<file path="config.mk">
export PLATFORM = sky130hd
export DESIGN_NAME = sram_axi_bridge
export DESIGN_NICKNAME = d
export VERILOG_FILES = /design/src/rtl/sram_axi_bridge_pkg.sv /design/src/rtl/sram_axi_bridge_axi_addr_map.sv /design/src/rtl/sram_axi_bridge.sv
export SDC_FILE = /design/constraint.sdc
export NUM_CORES = 1
export LEC_CHECK = 0
export ABC_AREA = 1
export CAP_MARGIN = 20
export CORE_MARGIN = 8
export CORE_UTILIZATION = 38
export DETAILED_ROUTE_END_ITERATION = 12
export HOLD_SLACK_MARGIN = 0.06
export PLACE_DENSITY = 0.8
export SLEW_MARGIN = 20
export SYNTH_ARGS = -nofsm -noshare
export SYNTH_HDL_FRONTEND = slang
export SYNTH_SLANG_ARGS = --single-unit
</file>
<file path="constraint.sdc">
create_clock -name clk -period 1.5 [get_ports clk]
set_input_delay 0.225 -clock clk [delete_from_list [all_inputs] [get_ports clk]]
set_output_delay 0.225 -clock clk [all_outputs]
set_load 0.02 [all_outputs]
</file>
<file path="src/rtl/sram_axi_bridge_pkg.sv">
// Shared definitions for the SRAM-to-AXI3 bridge.
// Contents: FSM state enum, request-source enum, fixed AXI burst attributes,
// the kseg0/kseg1 address mask and a helper that recognises kseg addresses.
package sram_axi_bridge_pkg;

   typedef enum logic [2:0] {
      IDLE  = 3'd0,
      RD_A  = 3'd1,
      RD_D  = 3'd2,
      WR_AW = 3'd3,
      WR_B  = 3'd4
   } state_t;

   typedef enum logic {
      SEL_INST = 1'b0,
      SEL_DATA = 1'b1
   } sel_t;

   localparam logic [2:0]  SIZE_WORD  = 3'd2;
   localparam logic [1:0]  BURST_INCR = 2'b01;
   localparam logic [3:0]  LEN_1      = 4'd0;
   localparam logic [31:0] KSEG_MASK  = 32'h1FFF_FFFF;

   // kseg0/kseg1 live at 0x8000_0000..0xBFFF_FFFF
   function automatic logic is_kseg(input logic [31:0] addr);
      return (addr[31:30] == 2'b10);
   endfunction

endpackage

</file>
<file path="src/rtl/sram_axi_bridge_axi_addr_map.sv">
// Core-to-bus address translation for the SRAM/AXI bridge.
// Optional feature macro: ADDR_MAP_EN
//   defined   : kseg0/kseg1 addresses (addr[31:30]=2'b10) are folded into the
//               low 512 MB by masking with 32'h1FFF_FFFF; others pass through.
//   undefined : every address passes through unchanged.
// Ports:
//   addr   - core-side byte address
//   mapped - bus-side byte address (combinational)
module sram_axi_bridge_axi_addr_map
   import sram_axi_bridge_pkg::*;
(
   input  logic [31:0] addr,
   output logic [31:0] mapped
);

`ifdef ADDR_MAP_EN
   // Fold unmapped kernel segments onto physical memory
   always_comb begin
      mapped = addr;
      if (is_kseg(addr)) begin
         mapped = addr & KSEG_MASK;
      end else begin
         mapped = addr;
      end
   end
`else
   assign mapped = addr;
`endif

endmodule

</file>
<file path="src/rtl/sram_axi_bridge.sv">
// Bridges the core's single-beat SRAM-style inst and data ports onto one AXI3
// master with a single outstanding transaction. The data port has priority.
// The core sees x_stall = x_sram_en & ~x_done and advances in the one cycle
// where x_done pulses; x_sram_rdata is valid in that cycle.
// Optional feature macro: ADDR_MAP_EN (kseg address folding, see addr map).
// Ports:
//   clk, resetn             - clock, synchronous active-low reset
//   inst_sram_*             - instruction fetch request / read data / stall
//   data_sram_*             - load/store request / read data / stall
//   ar*, r*                 - AXI read address and read data channels
//   aw*, w*, b*             - AXI write address, write data, write response
module sram_axi_bridge
   import sram_axi_bridge_pkg::*;
#(
   parameter int          ID_W    = 4,
   parameter int unsigned INST_ID = 32'd0,
   parameter int unsigned DATA_ID = 32'd1
) (
   input  logic            clk,
   input  logic            resetn,
   input  logic            inst_sram_en,
   input  logic [31:0]     inst_sram_addr,
   output logic [31:0]     inst_sram_rdata,
   output logic            inst_stall,
   input  logic            data_sram_en,
   input  logic [3:0]      data_sram_wen,
   input  logic [31:0]     data_sram_addr,
   input  logic [31:0]     data_sram_wdata,
   output logic [31:0]     data_sram_rdata,
   output logic            data_stall,
   output logic [ID_W-1:0] arid,
   output logic [31:0]     araddr,
   output logic [3:0]      arlen,
   output logic [2:0]      arsize,
   output logic [1:0]      arburst,
   output logic            arvalid,
   input  logic            arready,
   input  logic [ID_W-1:0] rid,
   input  logic [31:0]     rdata,
   input  logic [1:0]      rresp,
   input  logic            rlast,
   input  logic            rvalid,
   output logic            rready,
   output logic [ID_W-1:0] awid,
   output logic [31:0]     awaddr,
   output logic [3:0]      awlen,
   output logic [2:0]      awsize,
   output logic [1:0]      awburst,
   output logic            awvalid,
   input  logic            awready,
   output logic [31:0]     wdata,
   output logic [3:0]      wstrb,
   output logic            wlast,
   output logic            wvalid,
   input  logic            wready,
   input  logic [ID_W-1:0] bid,
   input  logic [1:0]      bresp,
   input  logic            bvalid,
   output logic            bready
);

   state_t            state_r;
   sel_t              sel_r;
   logic [31:0]       addr_r;
   logic [31:0]       wdata_r;
   logic [3:0]        wstrb_r;
   logic [ID_W-1:0]   id_r;
   logic              arvalid_r;
   logic              rready_r;
   logic              awvalid_r;
   logic              wvalid_r;
   logic              bready_r;
   logic [31:0]       inst_rdata_r;
   logic [31:0]       data_rdata_r;
   logic              inst_done_r;
   logic              data_done_r;

   logic              data_req_s;
   logic              inst_req_s;
   logic              any_done_s;
   logic [31:0]       req_addr_s;
   logic [31:0]       req_addr_map_s;
   logic              aw_ok_s;
   logic              w_ok_s;
   logic              unused_s;

   // Single-beat responses: last flag, response codes and IDs carry no state
   assign unused_s = ^{rlast, rresp, bresp, rid, bid};

   // Pending-request decode and address selection (data wins)
   always_comb begin
      data_req_s = data_sram_en & ~data_done_r;
      inst_req_s = inst_sram_en & ~inst_done_r;
      any_done_s = inst_done_r | data_done_r;
      req_addr_s = inst_sram_addr;
      if (data_req_s) begin
         req_addr_s = data_sram_addr;
      end else begin
         req_addr_s = inst_sram_addr;
      end
   end

   sram_axi_bridge_axi_addr_map u_addr_map (
      .addr   (req_addr_s),
      .mapped (req_addr_map_s)
   );

   // A write channel is satisfied once its valid has already dropped or it
   // handshakes this cycle; AW and W may complete in either order.
   always_comb begin
      aw_ok_s = ~awvalid_r | awready;
      w_ok_s  = ~wvalid_r | wready;
   end

   // Bridge FSM with all AXI handshakes and core-side results registered
   always_ff @(posedge clk) begin
      if (!resetn) begin
         state_r      <= IDLE;
         sel_r        <= SEL_INST;
         addr_r       <= 32'd0;
         wdata_r      <= 32'd0;
         wstrb_r      <= 4'd0;
         id_r         <= {ID_W{1'b0}};
         arvalid_r    <= 1'b0;
         rready_r     <= 1'b0;
         awvalid_r    <= 1'b0;
         wvalid_r     <= 1'b0;
         bready_r     <= 1'b0;
         inst_rdata_r <= 32'd0;
         data_rdata_r <= 32'd0;
         inst_done_r  <= 1'b0;
         data_done_r  <= 1'b0;
      end else begin
         // done flags are one-cycle pulses
         inst_done_r <= 1'b0;
         data_done_r <= 1'b0;
         case (state_r)
            IDLE: begin
               // A done pulse means the core still holds the finished
               // request this cycle; starting now would re-issue it.
               if (!any_done_s && data_req_s) begin
                  addr_r  <= req_addr_map_s;
                  wdata_r <= data_sram_wdata;
                  wstrb_r <= data_sram_wen;
                  sel_r   <= SEL_DATA;
                  id_r    <= ID_W'(DATA_ID);
                  if (data_sram_wen != 4'b0000) begin
                     awvalid_r <= 1'b1;
                     wvalid_r  <= 1'b1;
                     state_r   <= WR_AW;
                  end else begin
                     arvalid_r <= 1'b1;
                     state_r   <= RD_A;
                  end
               end else if (!any_done_s && inst_req_s) begin
                  addr_r    <= req_addr_map_s;
                  wstrb_r   <= 4'b0000;
                  sel_r     <= SEL_INST;
                  id_r      <= ID_W'(INST_ID);
                  arvalid_r <= 1'b1;
                  state_r   <= RD_A;
               end else begin
                  state_r <= IDLE;
               end
            end
            RD_A: begin
               if (arready) begin
                  arvalid_r <= 1'b0;
                  rready_r  <= 1'b1;
                  state_r   <= RD_D;
               end else begin
                  state_r <= RD_A;
               end
            end
            RD_D: begin
               if (rvalid) begin
                  rready_r <= 1'b0;
                  state_r  <= IDLE;
                  if (sel_r == SEL_DATA) begin
                     data_rdata_r <= rdata;
                     data_done_r  <= 1'b1;
                  end else begin
                     inst_rdata_r <= rdata;
                     inst_done_r  <= 1'b1;
                  end
               end else begin
                  state_r <= RD_D;
               end
            end
            WR_AW: begin
               if (awvalid_r && awready) begin
                  awvalid_r <= 1'b0;
               end else begin
                  awvalid_r <= awvalid_r;
               end
               if (wvalid_r && wready) begin
                  wvalid_r <= 1'b0;
               end else begin
                  wvalid_r <= wvalid_r;
               end
               if (aw_ok_s && w_ok_s) begin
                  bready_r <= 1'b1;
                  state_r  <= WR_B;
               end else begin
                  state_r <= WR_AW;
               end
            end
            WR_B: begin
               if (bvalid) begin
                  bready_r    <= 1'b0;
                  data_done_r <= 1'b1;
                  state_r     <= IDLE;
               end else begin
                  state_r <= WR_B;
               end
            end
            default: begin
               arvalid_r <= 1'b0;
               rready_r  <= 1'b0;
               awvalid_r <= 1'b0;
               wvalid_r  <= 1'b0;
               bready_r  <= 1'b0;
               state_r   <= IDLE;
            end
         endcase
      end
   end

   assign inst_stall      = inst_sram_en & ~inst_done_r;
   assign data_stall      = data_sram_en & ~data_done_r;
   assign inst_sram_rdata = inst_rdata_r;
   assign data_sram_rdata = data_rdata_r;

   assign arid    = id_r;
   assign araddr  = addr_r;
   assign arlen   = LEN_1;
   assign arsize  = SIZE_WORD;
   assign arburst = BURST_INCR;
   assign arvalid = arvalid_r;
   assign rready  = rready_r;

   assign awid    = id_r;
   assign awaddr  = addr_r;
   assign awlen   = LEN_1;
   assign awsize  = SIZE_WORD;
   assign awburst = BURST_INCR;
   assign awvalid = awvalid_r;
   assign wdata   = wdata_r;
   assign wstrb   = wstrb_r;
   assign wlast   = 1'b1;
   assign wvalid  = wvalid_r;
   assign bready  = bready_r;

endmodule
</file>
Word-level counts from Yosys, hierarchy flattened --
Cells that the tools add are included.
Operators by class: reduce and logical (&&, ||, !) cells 23, mux-type cells 38, bitwise operators 14, equality and inequality tests 14
Operator list (number):
- $mux W32 | 3
- $mux W1 | 19
- $ne A2 B2 Y1 const B | 8
- $pmux W1 S3 | 5
- $pmux W3 S5 | 1
- $reduce_and A3 Y1 | 5
- $mux W4 | 3
- $reduce_and A4 Y1 | 3
- $reduce_or A3 Y1 | 4
- $mux W3 | 3
- $not A1 Y1 | 9
- $eq A3 B2 Y1 const B | 2
- $mux W2 | 3
- $ne A3 B3 Y1 const B | 2
- $logic_and A1 B1 Y1 | 5
- $reduce_and A2 Y1 | 2
- $reduce_bool A4 Y1 | 1
- $eq A3 B1 Y1 const B | 1
- $eq A3 B3 Y1 const B | 1
- $logic_not A3 Y1 | 1
- $or A1 B1 Y1 | 3
- $and A1 B1 Y1 | 2
- $pmux W1 S2 | 1
- $reduce_bool A2 Y1 | 1
- $logic_not A1 Y1 | 1
Storage, ports and cells: input port bits 154, register bits after elaboration 147, word-level logic and storage cells 104

Depth between registers and ports, before layout --
depth after elaboration 6, gate-level depth with buffers 9, gate-level depth less buffers 8

By module --
From an unflattened synthesis, not the netlist that was laid out.
Second synthesis, totals: cells, all modules 870, area total of the unflattened synthesis 6349.8 sq um
Modules (own cells, without submodules):
- sram_axi_bridge | sequential area each 2862.7 sq um, cells each 838, instances 1, area each 6109.6 sq um
- sram_axi_bridge_axi_addr_map | sequential area each 0.0 sq um, cells each 32, instances 1, area each 240.2 sq um

Worst setup path before layout --
OpenSTA, ideal clock, no wires.
kind flip-flop to flip-flop, from register state_r[0], to register addr_r[0], in the netlist araddr[0], cell stages (with the launch flop) 9, period minus slack after synthesis 1240 ps, setup slack 260 ps, arrival time 1127 ps, path buffers 2, data required time 1387 ps, setup time 113 ps, cells stage by stage dfxtp_1 -> nor2_4 -> nand2_4 -> inv_4 -> nand2_4 -> buf_6 -> buf_6 -> o21ai_1 -> nor2_1
Between the ends: longest elaborated chain between the ends 2
RTL lines:
- start: declaration | RTL line sram_axi_bridge.sv:62 | state_t state_r;
- start signal: assignment | RTL line sram_axi_bridge.sv:118 | state_r <= IDLE;
- start signal: assignment | RTL line sram_axi_bridge.sv:150 | state_r <= WR_AW;
- start signal: assignment | RTL line sram_axi_bridge.sv:153 | state_r <= RD_A;
- $logic_not A3 Y1 | RTL line sram_axi_bridge.sv:137 | case (state_r)
- $reduce_and A2 Y1 (no line)
- end signal: assignment | RTL line sram_axi_bridge.sv:142 | addr_r <= req_addr_map_s;
- end signal: assignment | RTL line sram_axi_bridge.sv:156 | addr_r <= req_addr_map_s;
- end: declaration | RTL line sram_axi_bridge.sv:64 | logic [31:0] addr_r;
No other way between the ends. A chain may end at the register's enable or synchronous reset.

Worst setup path in the final report --
from register id_r[0], in the netlist arid[0], to output port awid[0]
RTL lines:
- start: declaration | RTL line sram_axi_bridge.sv:67 | logic [ID_W-1:0] id_r;
- start signal: assignment | RTL line sram_axi_bridge.sv:123 | id_r <= {ID_W{1'b0}};
- start signal: assignment | RTL line sram_axi_bridge.sv:146 | id_r <= ID_W'(DATA_ID);
- start signal: assignment | RTL line sram_axi_bridge.sv:159 | id_r <= ID_W'(INST_ID);
- end: declaration | RTL line sram_axi_bridge.sv:44 | output logic [ID_W-1:0] awid,
No word-level cell between the ends.

==> metrics <==
Core Area=0.0158 sq mm; Avg Inst Size Synth=7.30 sq um; gpl congestion=0.810; Peak Freq=693 MHz; Worst Reg2Reg Path Length in Cells=8; initial core utilization=38.6%; Seq/Total Area, Yosys=46.8%; multiplexer share of the synthesized area=0%; synthesized instance count=838; met2 wire len=11.1 mm; RSZ-0062 raised after global routing=false; Die Footprint=around 0.02 sq mm; Die W=143 um; post-synthesis simple-gate area fraction=27.5%; WL per Instance=16.1 um; pin count of the biggest net entering global routing=just over 50; Reg-to-Reg Start=state_r[2]$_SDFF_PN0_; Routed WL=21.8 mm; worst-skew pair later-pin latency=0.42 ns; antenna violations before repair=0; Post-Layout Cell Count=about 1,400; Area Overhead vs Synth=59.2%; CP Data Required Time=approximately 1.3 ns; Residual DRC=0; final setup violation count=0; Worst-path clk slew=~0.060 ns; Worst Setup End Kind=output port; Final Hold Fails=0; commonest non-fill, non-tap cells in the layout=210 x nor2_1, 169 x dlygate4sd2_1, 153 x nand2_1; worst path cell trace=clkdlybuf4s15_1; DRT iter0 DRCs=267; DRT met1 WL=around 8.4 mm; leakage=4.65 nW; reg2reg end=data_sram_rdata[7]$_SDFFE_PN0P_; PortBufs=313; Adder-Cell Fraction of Synth Area=0%; first-pass GRT wire length=32.8 mm; # hold bufs at CTS=0; outcome=finished clean; TritonCTS buffer count=17; Psw=4.13 mW; crit path buf inv count=1; DP Cell Count=1,320; root buf cell=clkbuf_16; n_diodes=0; period utilization=roughly 96%; commonest non-fill, non-tap cell in the layout=nor2_1; CTS tree=built; Seq pwr share=a little under two fifths; Final WS setup=about 0.057 ns; CP max stage delay=roughly 0.45 ns; grt total ovfl=0; WP data arrival=1.22 ns; Setup Crit Path Kind=reg -> out; Core Rows=46; Pint=8.03 mW; synthesized flop and latch total=143; Met3 Routed Length=around 1.9 mm; layout cells sized above 1=8.36%; Power Density=around 1200 mW/mm^2; flop2flop setup slack=0.09 ns; H-tree depth=4; total power=roughly 12 mW; Comb power frac=29.3%; Clock Tree Buf Depth=2; final core occ=61.5%; pre-CTS setup slack=-0.281 ns; worst hold-check path type=in -> reg; MaxCap Viol Count=0; top routing layer used=met4; WHS Path Cells=3; VDD IR-drop max=0.000858 V; clk_skew=between 0.008 and 0.009 ns; vias=6,304; Yosys cell types=24; stages on the worst setup path=1; fillcell total=1,489; complex-gate fraction of the synthesized area=around an eighth; WHS Endpoint=wdata[28]$_SDFFE_PN0P_; largest fanout on the critical path=5; final slew viol count=0; sw frac=34.0%; die height=143 um; CP max stage cell=dfxtp_1; clock group share of total power=around 34%; Overall Global Routing Usage=20.5%; Hold Startpoint=resetn; Post-DP HPWL=approximately 17 mm; critical path startpoint category=register; vias in the first global route=6,312; Synth Cell Area=~0.0061 sq mm; Post-DRT Antenna Nets=0; routed vias/inst=4.66; main combinational cell family by area after synthesis=simple AND/OR/NAND/NOR gates; Synth Area in XOR/XNOR=0%; Final #Nets=1,278; CP top delay family=flip-flops; Clock Sinks=143; DR pass1 iterations=5; crit path time final=between 1 and 1.5 ns; Synth Warn #=0; # IOs=around 350; Fin Hold WS=0.231 ns
state kept, by name, indices dropped and copies added (netlist names), 3 cells and up:
signal and count:
inst_sram_rdata 32, data_sram_rdata 32, wdata 32, araddr 32, wstrb 4, state_r 3
stage by stage:
stage | cell area (sq um) | TNS [ns]
after floorplan | 6200 | 0
after global placement | 9330 | -15.15
after detailed placement | 9330 | -16.46
after CTS | 9690 | 0
after global routing | 9730 | 0
final | 9730 | 0
power groups by stage:
stage	registers [mW]	clock network [mW]	logic, mW
after global routing	4.53	4.38	3.85
final	4.48	4.11	3.56
after CTS	4.48	4.21	3.58
after floorplan	5.00	0	1.81
after detailed placement	4.59	0	3.95
after global placement	4.57	0	3.89
layout make-up:
class	count	area [sq um]	share of cell area [%]
Clock inverter	15	151	1.56
Clock buffer	17	425	4.37
Multi-Input combinational cell	591	2530	26.0
Sequential cell	143	2860	29.4
Timing Repair Buffer	354	3420	35.1
Tap cell	216	270	2.78
Inverter	17	71.3	0.733
kinds of logic (layout without fill, tap and decap cells):
logic type,Yosys count,after routing
and+or+nand+nor,420,420
AOI/OAI and AO/OA,146,146
DFF,143,143
buffers and inverters,127,403
other,2,25
Yosys cell counts:
library cell / n / area share, %
nor2_1: 211 / 13
nand2_1: 153 / 9.4
dfxtp_1: 143 / 47
o21ai_0: 83 / 6.8
buf_4: 65 / 8.0
a21oi_1: 47 / 3.8
nand3_1: 46 / 3.8
clkbuf_1: 17 / 1.0
o21ai_1: 14 / 1.1
buf_2: 11 / 0.90
inv_1: 11 / 0.68
buf_6: 10 / 1.8
clkbuf_2: 7 / 0.57
inv_2: 4 / 0.25
nand2_2: 4 / 0.41
conb_1: 2 / 0.12
nand2_4: 2 / 0.37
nor2_4: 2 / 0.37
a31oi_2: 1 / 0.20
clkinv_1: 1 / 0.061
inv_4: 1 / 0.10
nand3_2: 1 / 0.16
nor2_2: 1 / 0.10
o22ai_1: 1 / 0.10
metal layers:
layer | vias up | track usage, %
li1 | 3157 | -
met1 | 2889 | 21.4
met2 | 230 | 36.9
met3 | 28 | 7.31
met4 | 0 | 7.44
met5 | - | 0
worst max path at each step:
stage / from / to / slack, ns
global route: arid[0]$_SDFFE_PN0P_ / awid[0] / 0.005
global placement: data_sram_en / data_stall / -0.26
CTS: arid[0]$_SDFFE_PN0P_ / arid[0] / 0.005
detailed placement: data_sram_en / data_stall / -0.28
finish: arid[0]$_SDFFE_PN0P_ / awid[0] / 0.06
floorplan: state_r[0]$_SDFF_PN0_ / araddr[0]$_SDFFE_PN0P_ / 0.26
timing repair:
item                                    CTS  global route
buffers inserted                          0             0
gates cloned                              0             1
resized for setup                       178            11
endpoints found under the setup margin  173            76
Power figures use the tool's default switching activity.
